--- config.mk ---
export PLATFORM = sky130hd
export DESIGN_NAME = stream_mux_rr
export DESIGN_NICKNAME = d
export VERILOG_FILES = /design/src/rtl/stream_mux_pkg.sv /design/src/rtl/stream_mux_rr_arbiter.sv /design/src/rtl/stream_mux_rr.sv
export SDC_FILE = /design/constraint.sdc
export NUM_CORES = 1
export LEC_CHECK = 0
export ABC_AREA = 1
export CAP_MARGIN = 40
export CELL_PAD_IN_SITES_DETAIL_PLACEMENT = 0
export CELL_PAD_IN_SITES_GLOBAL_PLACEMENT = 1
export CORE_ASPECT_RATIO = 1.25
export CORE_UTILIZATION = 25
export CTS_CLUSTER_SIZE = 20
export DETAILED_ROUTE_END_ITERATION = 12
export GPL_ROUTABILITY_DRIVEN = 1
export PLACE_DENSITY = 0.82
export SKIP_CTS_REPAIR_TIMING = 1
export SYNTH_ARGS = -nofsm -noshare
export SYNTH_HDL_FRONTEND = slang
export SYNTH_SLANG_ARGS = --single-unit
--- constraint.sdc ---
create_clock -name clk -period 2.3 [get_ports clk]
set_clock_uncertainty 0.05 [all_clocks]
set_input_delay 0.23 -clock clk [delete_from_list [all_inputs] [get_ports clk]]
set_output_delay 0.23 -clock clk [all_outputs]
set_load 0.02 [all_outputs]
--- src/rtl/stream_mux_pkg.sv ---
// Shared types and constants for the round-robin stream multiplexer.
package stream_mux_pkg;

   typedef enum logic [0:0] {
      IDLE   = 1'b0,
      LOCKED = 1'b1
   } state_e;

   localparam logic MODE_STATIC = 1'b0;
   localparam logic MODE_RR     = 1'b1;

endpackage

--- src/rtl/stream_mux_rr_arbiter.sv ---
// Combinational rotating-priority arbiter: the first requester at or after ptr wins.
module rr_arbiter #(
   parameter  int NUM_CH = 4,
   localparam int CH_W   = $clog2(NUM_CH)
) (
   input  logic [NUM_CH-1:0] req,
   input  logic [CH_W-1:0]   ptr,
   output logic [NUM_CH-1:0] gnt
);

   logic [NUM_CH-1:0] req_rot_s;
   logic [NUM_CH-1:0] gnt_rot_s;

   // Rotate so ptr lands on bit 0, keep the lowest set bit, rotate back.
   always_comb begin
      req_rot_s = {NUM_CH{1'b0}};
      for (int i = 0; i < NUM_CH; i++) begin
         req_rot_s[i] = req[(i + int'(ptr)) % NUM_CH];
      end
      gnt_rot_s = req_rot_s & (~req_rot_s + {{(NUM_CH-1){1'b0}}, 1'b1});
      gnt = {NUM_CH{1'b0}};
      for (int i = 0; i < NUM_CH; i++) begin
         gnt[(i + int'(ptr)) % NUM_CH] = gnt_rot_s[i];
      end
   end

endmodule

--- src/rtl/stream_mux_rr.sv ---
// N-to-1 valid/ready stream mux with static or round-robin selection,
// packet lock until in_last, and a single registered output stage.
module stream_mux_rr
   import stream_mux_pkg::*;
#(
   parameter  int NUM_CH = 4,
   parameter  int WIDTH  = 8,
   localparam int CH_W   = $clog2(NUM_CH)
) (
   input  logic                    clk,
   input  logic                    rst_n,
   input  logic                    mode,
   input  logic [CH_W-1:0]         sel,
   input  logic [NUM_CH*WIDTH-1:0] in_data,
   input  logic [NUM_CH-1:0]       in_valid,
   input  logic [NUM_CH-1:0]       in_last,
   output logic [NUM_CH-1:0]       in_ready,
   output logic [WIDTH-1:0]        out_data,
   output logic                    out_valid,
   output logic                    out_last,
   output logic [CH_W-1:0]         out_ch,
   input  logic                    out_ready
);

   state_e            state_r, state_nxt_s;
   logic [CH_W-1:0]   lock_ch_r, lock_ch_nxt_s;
   logic              lock_rr_r, lock_rr_nxt_s;
   logic [CH_W-1:0]   rr_ptr_r, rr_ptr_nxt_s;
   logic [NUM_CH-1:0] rr_gnt_s, grant_s;
   logic              can_load_s, accept_s;
   logic [CH_W-1:0]   acc_ch_s, rr_inc_s;
   logic [WIDTH-1:0]  acc_data_s;
   logic              acc_last_s;
   logic [WIDTH-1:0]  out_data_r;
   logic              out_valid_r, out_last_r;
   logic [CH_W-1:0]   out_ch_r;

   rr_arbiter #(.NUM_CH(NUM_CH)) u_arb (
      .req (in_valid),
      .ptr (rr_ptr_r),
      .gnt (rr_gnt_s)
   );

   // Grant selection: mode/sel only matter in IDLE, LOCKED follows lock_ch.
   always_comb begin
      grant_s = {NUM_CH{1'b0}};
      case (state_r)
         IDLE: begin
            if (mode == MODE_RR) begin
               grant_s = rr_gnt_s;
            end else if (int'(sel) < NUM_CH) begin
               grant_s[sel] = in_valid[sel];
            end else begin
               grant_s = {NUM_CH{1'b0}};
            end
         end
         LOCKED:  grant_s[lock_ch_r] = in_valid[lock_ch_r];
         default: grant_s = {NUM_CH{1'b0}};
      endcase
   end

   // Input handshake and the payload of the granted channel.
   always_comb begin
      can_load_s = ~out_valid_r | out_ready;
      if (rst_n) begin
         in_ready = grant_s & {NUM_CH{can_load_s}};
      end else begin
         in_ready = {NUM_CH{1'b0}};
      end
      accept_s = |(in_valid & in_ready);
      acc_ch_s = {CH_W{1'b0}};
      for (int i = 0; i < NUM_CH; i++) begin
         acc_ch_s = acc_ch_s | (grant_s[i] ? CH_W'(i) : {CH_W{1'b0}});
      end
      acc_data_s = in_data[acc_ch_s*WIDTH +: WIDTH];
      acc_last_s = in_last[acc_ch_s];
      rr_inc_s   = (acc_ch_s == CH_W'(NUM_CH-1)) ? {CH_W{1'b0}} : acc_ch_s + CH_W'(1);
   end

   // Packet-lock FSM; the lock remembers whether it began in round-robin mode
   // so a mode toggle mid-packet cannot change how rr_ptr advances.
   always_comb begin
      state_nxt_s   = state_r;
      lock_ch_nxt_s = lock_ch_r;
      lock_rr_nxt_s = lock_rr_r;
      rr_ptr_nxt_s  = rr_ptr_r;
      case (state_r)
         IDLE: begin
            if (accept_s && !acc_last_s) begin
               state_nxt_s   = LOCKED;
               lock_ch_nxt_s = acc_ch_s;
               lock_rr_nxt_s = (mode == MODE_RR);
            end else if (accept_s && (mode == MODE_RR)) begin
               rr_ptr_nxt_s = rr_inc_s;
            end else begin
               rr_ptr_nxt_s = rr_ptr_r;
            end
         end
         LOCKED: begin
            if (accept_s && acc_last_s) begin
               state_nxt_s  = IDLE;
               rr_ptr_nxt_s = lock_rr_r ? rr_inc_s : rr_ptr_r;
            end else begin
               state_nxt_s = LOCKED;
            end
         end
         default: state_nxt_s = IDLE;
      endcase
   end

   // State, pointer and output register; a load may coincide with a drain.
   always_ff @(posedge clk) begin
      if (!rst_n) begin
         state_r     <= IDLE;
         lock_ch_r   <= {CH_W{1'b0}};
         lock_rr_r   <= 1'b0;
         rr_ptr_r    <= {CH_W{1'b0}};
         out_data_r  <= {WIDTH{1'b0}};
         out_valid_r <= 1'b0;
         out_last_r  <= 1'b0;
         out_ch_r    <= {CH_W{1'b0}};
      end else begin
         state_r   <= state_nxt_s;
         lock_ch_r <= lock_ch_nxt_s;
         lock_rr_r <= lock_rr_nxt_s;
         rr_ptr_r  <= rr_ptr_nxt_s;
         if (accept_s) begin
            out_data_r  <= acc_data_s;
            out_valid_r <= 1'b1;
            out_last_r  <= acc_last_s;
            out_ch_r    <= acc_ch_s;
         end else if (out_ready) begin
            out_valid_r <= 1'b0;
         end else begin
            out_valid_r <= out_valid_r;
         end
      end
   end

   assign out_data  = out_data_r;
   assign out_valid = out_valid_r;
   assign out_last  = out_last_r;
   assign out_ch    = out_ch_r;

endmodule

Word-level counts from Yosys, hierarchy flattened
Cells that the tools add are included.
- $add $sub $neg: 5
- order comparisons: 13
- equal/unequal tests: 5
- shift operators: 1
- mux-type cells: 49
- bitwise gates (word level): 15
- reduce and logical (&&, ||, !) cells: 17
- operators with widths (cell ; count):
    $shiftx A32 B6 Y8 ; 1
    $and A4 B4 Y4 ; 6
    $mux W1 ; 21
    $bmux W1 S2 ; 7
    $mux W2 ; 7
    $bwmux W4 ; 3
    $demux W1 S2 ; 6
    $lt A2 B3 Y1 const B ; 4
    $lt A3 B4 Y1 const B ; 3
    $ge A3 B1 Y1 const B ; 3
    $logic_and A1 B1 Y1 ; 9
    $mux W4 ; 2
    $pmux W4 S2 ; 1
    $ge A2 B1 Y1 const B ; 3
    $reduce_or A2 Y1 ; 3
    $add A2 B2 Y2 const A ; 2
    $add A4 B1 Y4 const B ; 1
    $ne A2 B1 Y1 const B ; 2
    $ne A2 B2 Y1 const B ; 2
    $not A4 Y4 ; 1
    $pmux W2 S2 ; 1
    $reduce_and A4 Y1 ; 1
    $reduce_or A4 Y1 ; 1
    $and A1 B1 Y1 const A ; 3
    11 further kinds ; 12
- bits in registers: 18
- word-level logic and storage cells: 113

Logic depth before layout (Yosys ltp)
Gate-level depths: netlist of the first run.
- depth after elaboration: 24
- gate-level depth with buffers: 22
- depth with buffers taken out: 21

Modules after synthesis
From an unflattened synthesis of the first run, not the netlist that was laid out.
- cell total of the unflattened synthesis: 283
- area total of the unflattened synthesis: 1686.6 um^2
- by module, submodules not included (module ; times used ; cells an instance ; area each (um^2)):
    stream_mux_rr ; 1 ; 201 ; 1231.2
    rr_arbiter ; 1 ; 82 ; 455.4

Least setup slack after synthesis of the first run
OpenSTA, ideal clock, no wires.
- path type: register to register
- start: register rr_ptr_r[0]
- end: register lock_ch_r[1]
- arrival: 2377 ps
- slack: -237 ps
- stages on the path, launching flop included: 20
- buffers on the path: 1
- clock period less this slack: 2537 ps
- cell sequence: dfxtp_1 > inv_2 > ha_1 > inv_1 > nand3_1 > nand2_1 > nand2_4 > nor2_4 > nor2_1 > nor2_1 > nand2_1 > nand2_1 > nand2_2 > nand2_2 > nand3_1 > nand3b_2 > buf_4 > nand4_1 > nand2_1 > nor2_1
- longest elaborated chain between the ends: 20
- elaborated cells on any way between the ends: 63
- classes of those cells: add/sub: 4; order compare: 8; mux: 30; bitwise: 10; reduce/logical: 11
- RTL lines (what ; RTL line ; RTL):
    from (decl) ; stream_mux_rr.sv:28 ; logic [CH_W-1:0] rr_ptr_r, rr_ptr_nxt_s;
    from (signal assigned) ; stream_mux_rr.sv:117 ; rr_ptr_r <= {CH_W{1'b0}};
    from (signal assigned) ; stream_mux_rr.sv:126 ; rr_ptr_r <= rr_ptr_nxt_s;
    $add A1 B2 Y2 ; stream_mux_rr_arbiter.sv:18, stream_mux_rr_arbiter.sv:23 ;
    $bmux W1 S2 or $reduce_or A2 Y1 (tied branches) ; - ;
    $mux W1 (implied by the code) or $and A1 B1 Y1 (tied branches) ; - ;
    $mux W1 (implied by the code), or another cell as far along ; stream_mux_rr_arbiter.sv:18 ; req_rot_s[i] = req[(i + int'(ptr)) % NUM_CH];
    $not A4 Y4 or $logic_and A1 B1 Y1 (tied branches) ; stream_mux_rr_arbiter.sv:20, stream_mux_rr_arbiter.sv:23 ;
    $add A4 B1 Y4 or $mux W1 (tied branches) ; stream_mux_rr_arbiter.sv:20, stream_mux_rr_arbiter.sv:23 ;
    $and A4 B4 Y4 or $demux W1 S2 (tied branches) ; - ;
    $bwmux W4 (2 in series) ; stream_mux_rr_arbiter.sv:23 ; gnt[(i + int'(ptr)) % NUM_CH] = gnt_rot_s[i];
    [3 not listed] ; - ;
    $mux W1 or $mux W2 (tied branches) ; stream_mux_rr.sv:73 ; acc_ch_s = acc_ch_s | (grant_s[i] ? CH_W'(i) : {CH_W{1'b0}});
    $or A1 B2 Y2 ; stream_mux_rr.sv:73 ;
    $or A2 B2 Y2 ; stream_mux_rr.sv:73 ;
    $bmux W1 S2 ; stream_mux_rr.sv:76 ; acc_last_s = in_last[acc_ch_s];
    $mux W1 (implied by the code) ; stream_mux_rr.sv:76 ;
    $logic_not A1 Y1 ; stream_mux_rr.sv:89 ; if (accept_s && !acc_last_s) begin
    $logic_and A1 B1 Y1 ; stream_mux_rr.sv:89 ;
    $reduce_and A2 Y1 (no source line) ; - ;
    to (signal assigned) ; stream_mux_rr.sv:115 ; lock_ch_r <= {CH_W{1'b0}};
    to (signal assigned) ; stream_mux_rr.sv:124 ; lock_ch_r <= lock_ch_nxt_s;
    to (decl) ; stream_mux_rr.sv:26 ; logic [CH_W-1:0] lock_ch_r, lock_ch_nxt_s;
Every way passes the cells marked *; elsewhere a longest branch is shown, timed or not. The select of a mux whose other input is x is not followed.
A chain may end at the register's enable or synchronous reset.

Worst setup path after layout of the first run
- start: register rr_ptr_r[0]
- end: register out_data_r[6], in the netlist out_data[6]
- longest elaborated chain between the ends: 16
- elaborated cells on any way between the ends: 59
- classes of those cells: add/sub: 4; order compare: 8; shift: 1; mux: 28; bitwise: 10; reduce/logical: 8
- RTL lines (what ; RTL line ; RTL):
    $add A1 B2 Y2 ; stream_mux_rr_arbiter.sv:18, stream_mux_rr_arbiter.sv:23 ;
    $bmux W1 S2 or $reduce_or A2 Y1 (tied branches) ; - ;
    $mux W1 (implied by the code) or $and A1 B1 Y1 (tied branches) ; - ;
    $mux W1 (implied by the code), or another cell as far along ; stream_mux_rr_arbiter.sv:18 ;
    $not A4 Y4 or $logic_and A1 B1 Y1 (tied branches) ; stream_mux_rr_arbiter.sv:20, stream_mux_rr_arbiter.sv:23 ;
    $add A4 B1 Y4 or $mux W1 (tied branches) ; stream_mux_rr_arbiter.sv:20, stream_mux_rr_arbiter.sv:23 ;
    $and A4 B4 Y4 or $demux W1 S2 (tied branches) ; - ;
    $bwmux W4 (2 in series) ; stream_mux_rr_arbiter.sv:23 ;
    $bwmux W4 (*) ; stream_mux_rr_arbiter.sv:23 ;
    $mux W4 (*) ; stream_mux_rr.sv:49 ; if (mode == MODE_RR) begin
    $pmux W4 S2 (*) ; stream_mux_rr.sv:47 ; case (state_r)
    $mux W1, or another cell as far along ; stream_mux_rr.sv:73 ;
    $or A1 B2 Y2 or $mux W4 (tied branches) ; stream_mux_rr.sv:73, stream_mux_rr.sv:65 ;
    $or A2 B2 Y2 or $and A4 B4 Y4 (tied branches) ; stream_mux_rr.sv:73, stream_mux_rr.sv:70 ;
    $shiftx A32 B6 Y8 or $reduce_or A4 Y1 (tied branches) ; stream_mux_rr.sv:75, stream_mux_rr.sv:70 ;
    to (signal assigned) ; stream_mux_rr.sv:118 ; out_data_r <= {WIDTH{1'b0}};
    to (signal assigned) ; stream_mux_rr.sv:128 ; out_data_r <= acc_data_s;
    to (decl) ; stream_mux_rr.sv:34 ; logic [WIDTH-1:0] out_data_r;
Marked as above.

==> run_results.csv, run 1 <==
group,metric,value,unit
outcome,run_status,"finished, violations left",
outcome,violations,"setup timing",
setup_path,cp-endpoint,"out_data[6]",
synth,ys_seq_elements,18,
finish,fin_util,47.0,%
pwr,p_total,0.00282,W
synth,synth_area,0.00170,mm^2
pwr,power.net_switching,0.00129,W
floorplan,initial_utilization,25.9,%
detailed_routing,drtAntennaViolNets,0,
synth,ys_warn_count,0,
setup_path,worst-path-max-fanout,7,
clock_tree,ctsLongestPathBuffers,2,
setup_path,worstSetupStartpoint,"rr_ptr_r[0]",
floorplan,rows,33,
timing,setup_viol,20,
timing,fin_crit,2.43,ns
global_route,grt_overflow_total,0,
pwr,power_frac_seq,16.5,%
clock_tree,root_buffer,"clkbuf_8",
timing,worst_slack,-0.134,ns
finish,area_delta_synth_final,81.7,%
detailed_routing,wl_per_cell,12.0,um
setup_path,reg2reg_from,"rr_ptr_r[0]",
clock_tree,clkTransAtPathRegs,0.07,ns
floorplan,die-width,75.7,um
global_route,antenna_found_initial,0,
floorplan,pin_count,62,
timing,drv_slew,0,
setup_path,reg2reg_depth,18,
detailed_routing,vias_per_cell,4.62,
placement,numPortBuffers,61,
clock_tree,numCtsBuffers,3,
pwr,clockPowerShare,8.1,%
pwr,p_int,0.00153,W
pwr,power_frac_comb,75.5,%
timing,final-hold-violation-count,0,
setup_path,critPathKind,"flop to flop",
detailed_routing,vias,2194,
clock_tree,h-tree-depth,1,
timing,hold_slack,0.399,ns
setup_path,critPathRequiredTime,2.42,ns
synth,ys_types,27,
setup_path,startpoint_type,"flop",
pwr,power.share.switching,45.8,%
detailed_routing,drt-pass1-iter-count,4,
synth,syn_nets,335,
pwr,p_leak,1.41,nW
timing,fmaxAchievable,411,MHz
floorplan,die_height,94.2,um
timing,relSlewSlack,77.9,%
timing,period_share,106,%
global_route,first_global_vias,1954,
worst_hold_path,hold_path.class,"flop to flop",
setup_path,arrival,2.56,ns
setup_path,r2r_slack,-0.13,ns
timing,worst_slew_pin_slew,0.331,ns
detailed_routing,wl,5680,um
detailed_routing,drc,0,
finish,n_antenna_cell,0,
clock_tree,clock_latency,0.25,ns
finish,nets,442,
timing,fin_tns_setup,-1.41,ns
setup_path,endpoint_kind,"flop",
pwr,ir_drop,509,uV
global_route,grt_max_degree,18,
detailed_routing,drt-initial-drc-count,146,
global_route,grt_pass1_wl,8320,um
placement,hpwl,4050,um
floorplan,coreArea,0.00657,mm^2
placement,gp_congestion,0.953,
floorplan,die_area,0.00713,mm^2
clock_tree,cts_tree,"done",
setup_path,r2r-end,"out_data[6]",
synth,ys_seq_area_share,21.2,%
synth,syn_area_per_cell,6.03,um^2
run,maxCapViolCount,0,
finish,drive_gt1_share,31.7,%
synth,synth_cells,282,
pwr,power.density,912,mW/mm^2
global_route,grtUsageTotal,14.6,%
clock_tree,cts_sinks,18,
timing,rsz0062_at_grt,"yes",
synth_stat cells:
cell,instances,area [um^2]
nand2_1,60,225
inv_1,41,154
nor2_1,35,131
dfxtp_1,18,360
nand3_1,17,85.1
nand4_1,14,87.6
o21ai_1,14,70.1
a21oi_1,11,55.1
a31oi_1,10,62.6
nand2_2,10,62.6
o21ai_0,10,50.1
ha_1,7,87.6
o211ai_1,7,52.6
nand3_2,5,50.1
nand2_4,4,45.0
buf_2,3,15.0
clkbuf_1,3,11.3
buf_4,2,15.0
inv_2,2,7.51
nor3_1,2,10.0
a21boi_1,1,7.51
and2_1,1,6.26
buf_6,1,11.3
nand3b_2,1,11.3
nor2_2,1,6.26
nor2_4,1,11.3
o31ai_1,1,7.51
worst max-delay path, cell delays in order (launching register included):
cell and delay (ns):
dfxtp_4 0.35, inv_2 0.05, ha_4 0.30, inv_4 0.05, nand3_2 0.06, nand2_2 0.08, buf_4 0.14, nand4_1 0.08
nand3_1 0.08, nand2_1 0.07, nand2_1 0.07, nand2_2 0.07, nand2_2 0.08, buf_6 0.13, nand3_4 0.08, nand3b_4 0.16
buf_6 0.16, clkbuf_16 0.15, a31oi_1 0.14
power groups by stage:
stage | Sequential [W] | Combinational, W | Clock, W
CTS | 0.000458 | 0.00171 | 0.000234
floorplan | 0.000532 | 0.000954 | 0
detailed placement | 0.000463 | 0.00170 | 0
finish | 0.000464 | 0.00213 | 0.000227
global placement | 0.000462 | 0.00169 | 0
global route | 0.000476 | 0.00231 | 0.000249
through the flow:
stage,worst slack (ns),cells,instance area (um^2)
5_1_grt,-0.262,475,3090
4_1_cts,-0.524,464,2750
2_1_floorplan,0.000328,282,1740
3_3_place_gp,-0.381,460,2700
3_5_place_dp,-0.380,460,2700
6_report,-0.134,475,3090
kinds of logic after synthesis:
| logic type | count (synthesis) | share of synthesized area (%) |
|---|---|---|
| compound gates | 54 | 18.0 |
| fa+ha+maj | 7 | 5.15 |
| flops | 18 | 21.2 |
| buf+inv | 52 | 12.6 |
| simple gates | 151 | 43.1 |
layer usage:
metal | vias to the layer above | GRT usage, % | part of all wire [%] | wire length (um)
li1 | 1146 | - | - | -
met1 | 965 | 18.3 | 41 | 2300
met2 | 75 | 24.8 | 51 | 2910
met3 | 8 | 3.54 | 7.0 | 396
met4 | 0 | 3.55 | 1.3 | 71
met5 | - | 0 | 0 | 0
placed cells by master, fill, tap and decap left out, drive strengths merged, types with 2 or more instances in the layout:
cell,n
nor3,2
inv,42
clkdlybuf4s50,56
a21oi,11
buf,50
nand2,74
clkbuf,7
nor2,37
nand3b,2
dfxtp,18
nand4,14
a31oi,10
o211ai,7
nand3,22
o21ai,24
ha,7
cell type report:
type | instances | area [um^2]
clock buffer | 4 | 45.0
fill | 684 | 3480
inverter | 43 | 168
multi-input combinational | 213 | 1320
sequential | 18 | 365
tap | 87 | 109
timing repair buffer | 110 | 1080
worst min path at each step:
stage                     end  cells after the start  slack (ns)  startpoint
floorplan           out_valid                      2        0.31       rst_n
global placement    lock_rr_r                      2        0.39   lock_rr_r
detailed placement  lock_rr_r                      2        0.39   lock_rr_r
CTS                 lock_rr_r                      2        0.40   lock_rr_r
global route        lock_rr_r                      2        0.42   lock_rr_r
finish              lock_rr_r                      2        0.40   lock_rr_r
sequential cells by signal, indices dropped and copies added (netlist names):
register,cells
lock_ch_r,2
lock_rr_r,1
out_ch,2
out_data,8
out_last,1
out_valid,1
rr_ptr_r,2
state_r,1
Note: power is estimated with default switching activity, not from simulation.
==> run 2: changes to the inputs <==
Settings changed: CTS_CLUSTER_DIAMETER set to 60.
==> results of run 2 <==
Final layout, timing and power as in run 1 (identical DEF).
==> run 3: changes to the inputs <==
Settings changed: CTS_CLUSTER_DIAMETER 60 to unset, HOLD_SLACK_MARGIN set to 0.08, PLACE_DENSITY 0.82 to unset, PLACE_DENSITY_LB_ADDON set to 0.08.
==> run_results.csv, run 3 (same netlist as run 1, synthesis figures left out) <==
group,metric,value,unit
floorplan,die-width,75.7,um
timing,relSlewSlack,79.9,%
setup_path,worstPathCellList,"inv_2 -> ha_4 -> inv_4 -> nand3_2 -> nand2_2 -> buf_4 -> nand4_1 -> nand3_1 -> nand2_1 -> nand2_1 -> nand2_2 -> nand2_2 -> buf_6 -> nand3_4 -> nand3b_4 -> buf_12 -> buf_8 -> buf_6 -> nor2_2 -> nor2_1",
finish,fin_util,47.7,%
pwr,power_frac_comb,76.0,%
floorplan,die_area,0.00713,mm^2
outcome,violations,"setup timing",
floorplan,pin_count,62,
finish,largest_reg_flops,8,
finish,final_cell_count_no_fill,482,
floorplan,rows,33,
finish,n_fill_cell,672,
finish,final_common_cell,"clkdlybuf4s50_1",
clock_tree,h-tree-depth,1,
clock_tree,cts_sinks,18,
detailed_routing,drt-pass1-iter-count,5,
worst_hold_path,hold_path.class,"flop to flop",
finish,n_antenna_cell,0,
clock_tree,clkTransAtPathRegs,0.07,ns
floorplan,initial_utilization,25.9,%
setup_path,path_common_cell,"nand2_2",
pwr,power.share.switching,44.8,%
timing,period_share,108,%
placement,dp.cells,460,
placement,hpwl,4270,um
detailed_routing,wl,5840,um
finish,drive_gt1_share,30.1,%
detailed_routing,vias,2194,
detailed_routing,drt-initial-drc-count,45,
setup_path,r2r_slack,-0.19,ns
floorplan,die_height,94.2,um
global_route,first_global_vias,2053,
clock_tree,numCtsBuffers,3,
clock_tree,cts_tree,"done",
setup_path,startpoint_type,"flop",
detailed_routing,vias_per_cell,4.55,
detailed_routing,drc,0,
timing,worst_slew_pin_slew,0.301,ns
run,maxCapViolCount,0,
placement,gp_congestion,0.890,
finish,layout_common_cells,"54 x clkdlybuf4s50_1, 51 x nand2_1, 44 x buf_4",
timing,drv_slew,0,
finish,nets,449,
timing,fin_crit,2.49,ns
outcome,run_status,"finished, violations left",
detailed_routing,wl_per_cell,12.1,um
pwr,p_int,0.00159,W
clock_tree,clock_latency,0.25,ns
global_route,grtUsageTotal,16.3,%
pwr,power_frac_seq,15.9,%
global_route,grt_overflow_total,0,
timing,worst_slack,-0.193,ns
detailed_routing,drtAntennaViolNets,0,
finish,area_delta_synth_final,84.2,%
pwr,p_total,0.00289,W
setup_path,worst-path-max-fanout,7,
setup_path,cpLargestDelayFamily,"simple AND/OR/NAND/NOR gates",
clock_tree,root_buffer,"clkbuf_8",
pwr,p_leak,1.48,nW
timing,setup_viol,19,
timing,fmaxAchievable,401,MHz
timing,final-hold-violation-count,0,
clock_tree,ctsLongestPathBuffers,2,
pwr,power.net_switching,0.00129,W
setup_path,endpoint_kind,"flop",
global_route,grt_pass1_wl,9030,um
placement,pre_cts_slack,-0.460,ns
timing,rsz0062_at_grt,"yes",
setup_path,arrival,2.60,ns
pwr,ir_drop,488,uV
setup_path,critPathRequiredTime,2.41,ns
pwr,clockPowerShare,8.1,%
global_route,grt_max_degree,18,
timing,hold_slack,0.424,ns
setup_path,critPathKind,"flop to flop",
placement,numPortBuffers,61,
floorplan,coreArea,0.00657,mm^2
pwr,power.density,923,mW/mm^2
setup_path,crit_slowest_cell,"dfxtp_4",
setup_path,cp_num_buf_inv,7,
setup_path,cpPeakStageDelay,0.35,ns
global_route,antenna_found_initial,0,
==> run 3: layout make-up <==
type	instances	area [um^2]	share of cell area, %
clock buffers	4	45.0	1.44
inverters	43	164	5.24
multi-input cells	213	1300	41.5
flip-flops and latches	18	365	11.7
well taps	87	109	3.48
repair buffers	117	1150	36.6
==> run 3: power groups by stage <==
stage               clock network, W  logic (W)  registers (W)
floorplan                          0   0.000954       0.000532
global placement                   0    0.00178       0.000463
detailed placement                 0    0.00177       0.000464
CTS                         0.000243    0.00177       0.000459
global route                0.000258    0.00242       0.000472
finish                      0.000233    0.00219       0.000459
==> run 3: path summary, 6_finish.rpt <==
path | startpoint | endpoint | cells after the start
max | rr_ptr_r[0] | out_valid | 20
min | lock_rr_r | lock_rr_r | 2
max reg2reg | rr_ptr_r[0] | out_valid | 20
min reg2reg | lock_rr_r | lock_rr_r | 2
==> run 3: worst register-to-register path, stage by stage (launching register included) <==
cell,delay (ns)
dfxtp_4,0.35
inv_2,0.05
ha_4,0.30
inv_4,0.05
nand3_2,0.06
nand2_2,0.08
buf_4,0.14
nand4_1,0.09
nand3_1,0.07
nand2_1,0.08
nand2_1,0.06
nand2_2,0.08
nand2_2,0.08
buf_6,0.13
nand3_4,0.08
nand3b_4,0.14
buf_12,0.17
buf_8,0.12
buf_6,0.11
nor2_2,0.06
nor2_1,0.04
==> run 3: through the flow <==
step	area, um^2	TNS, ns
CTS	2780	-4.98
detailed placement	2740	-8.38
finish	3130	-1.68
floorplan	1740	0
global route	3130	-5.72
global placement	2740	-8.40
==> run 3: routing by layer <==
layer	routed length [um]	track usage [%]	share of wire [%]	vias up
li1	-	-	-	1159
met4	21	2.78	0.36	0
met1	2320	19.0	40	976
met5	0	0	0	-
met2	3210	30.4	55	57
met3	289	2.79	5.0	2
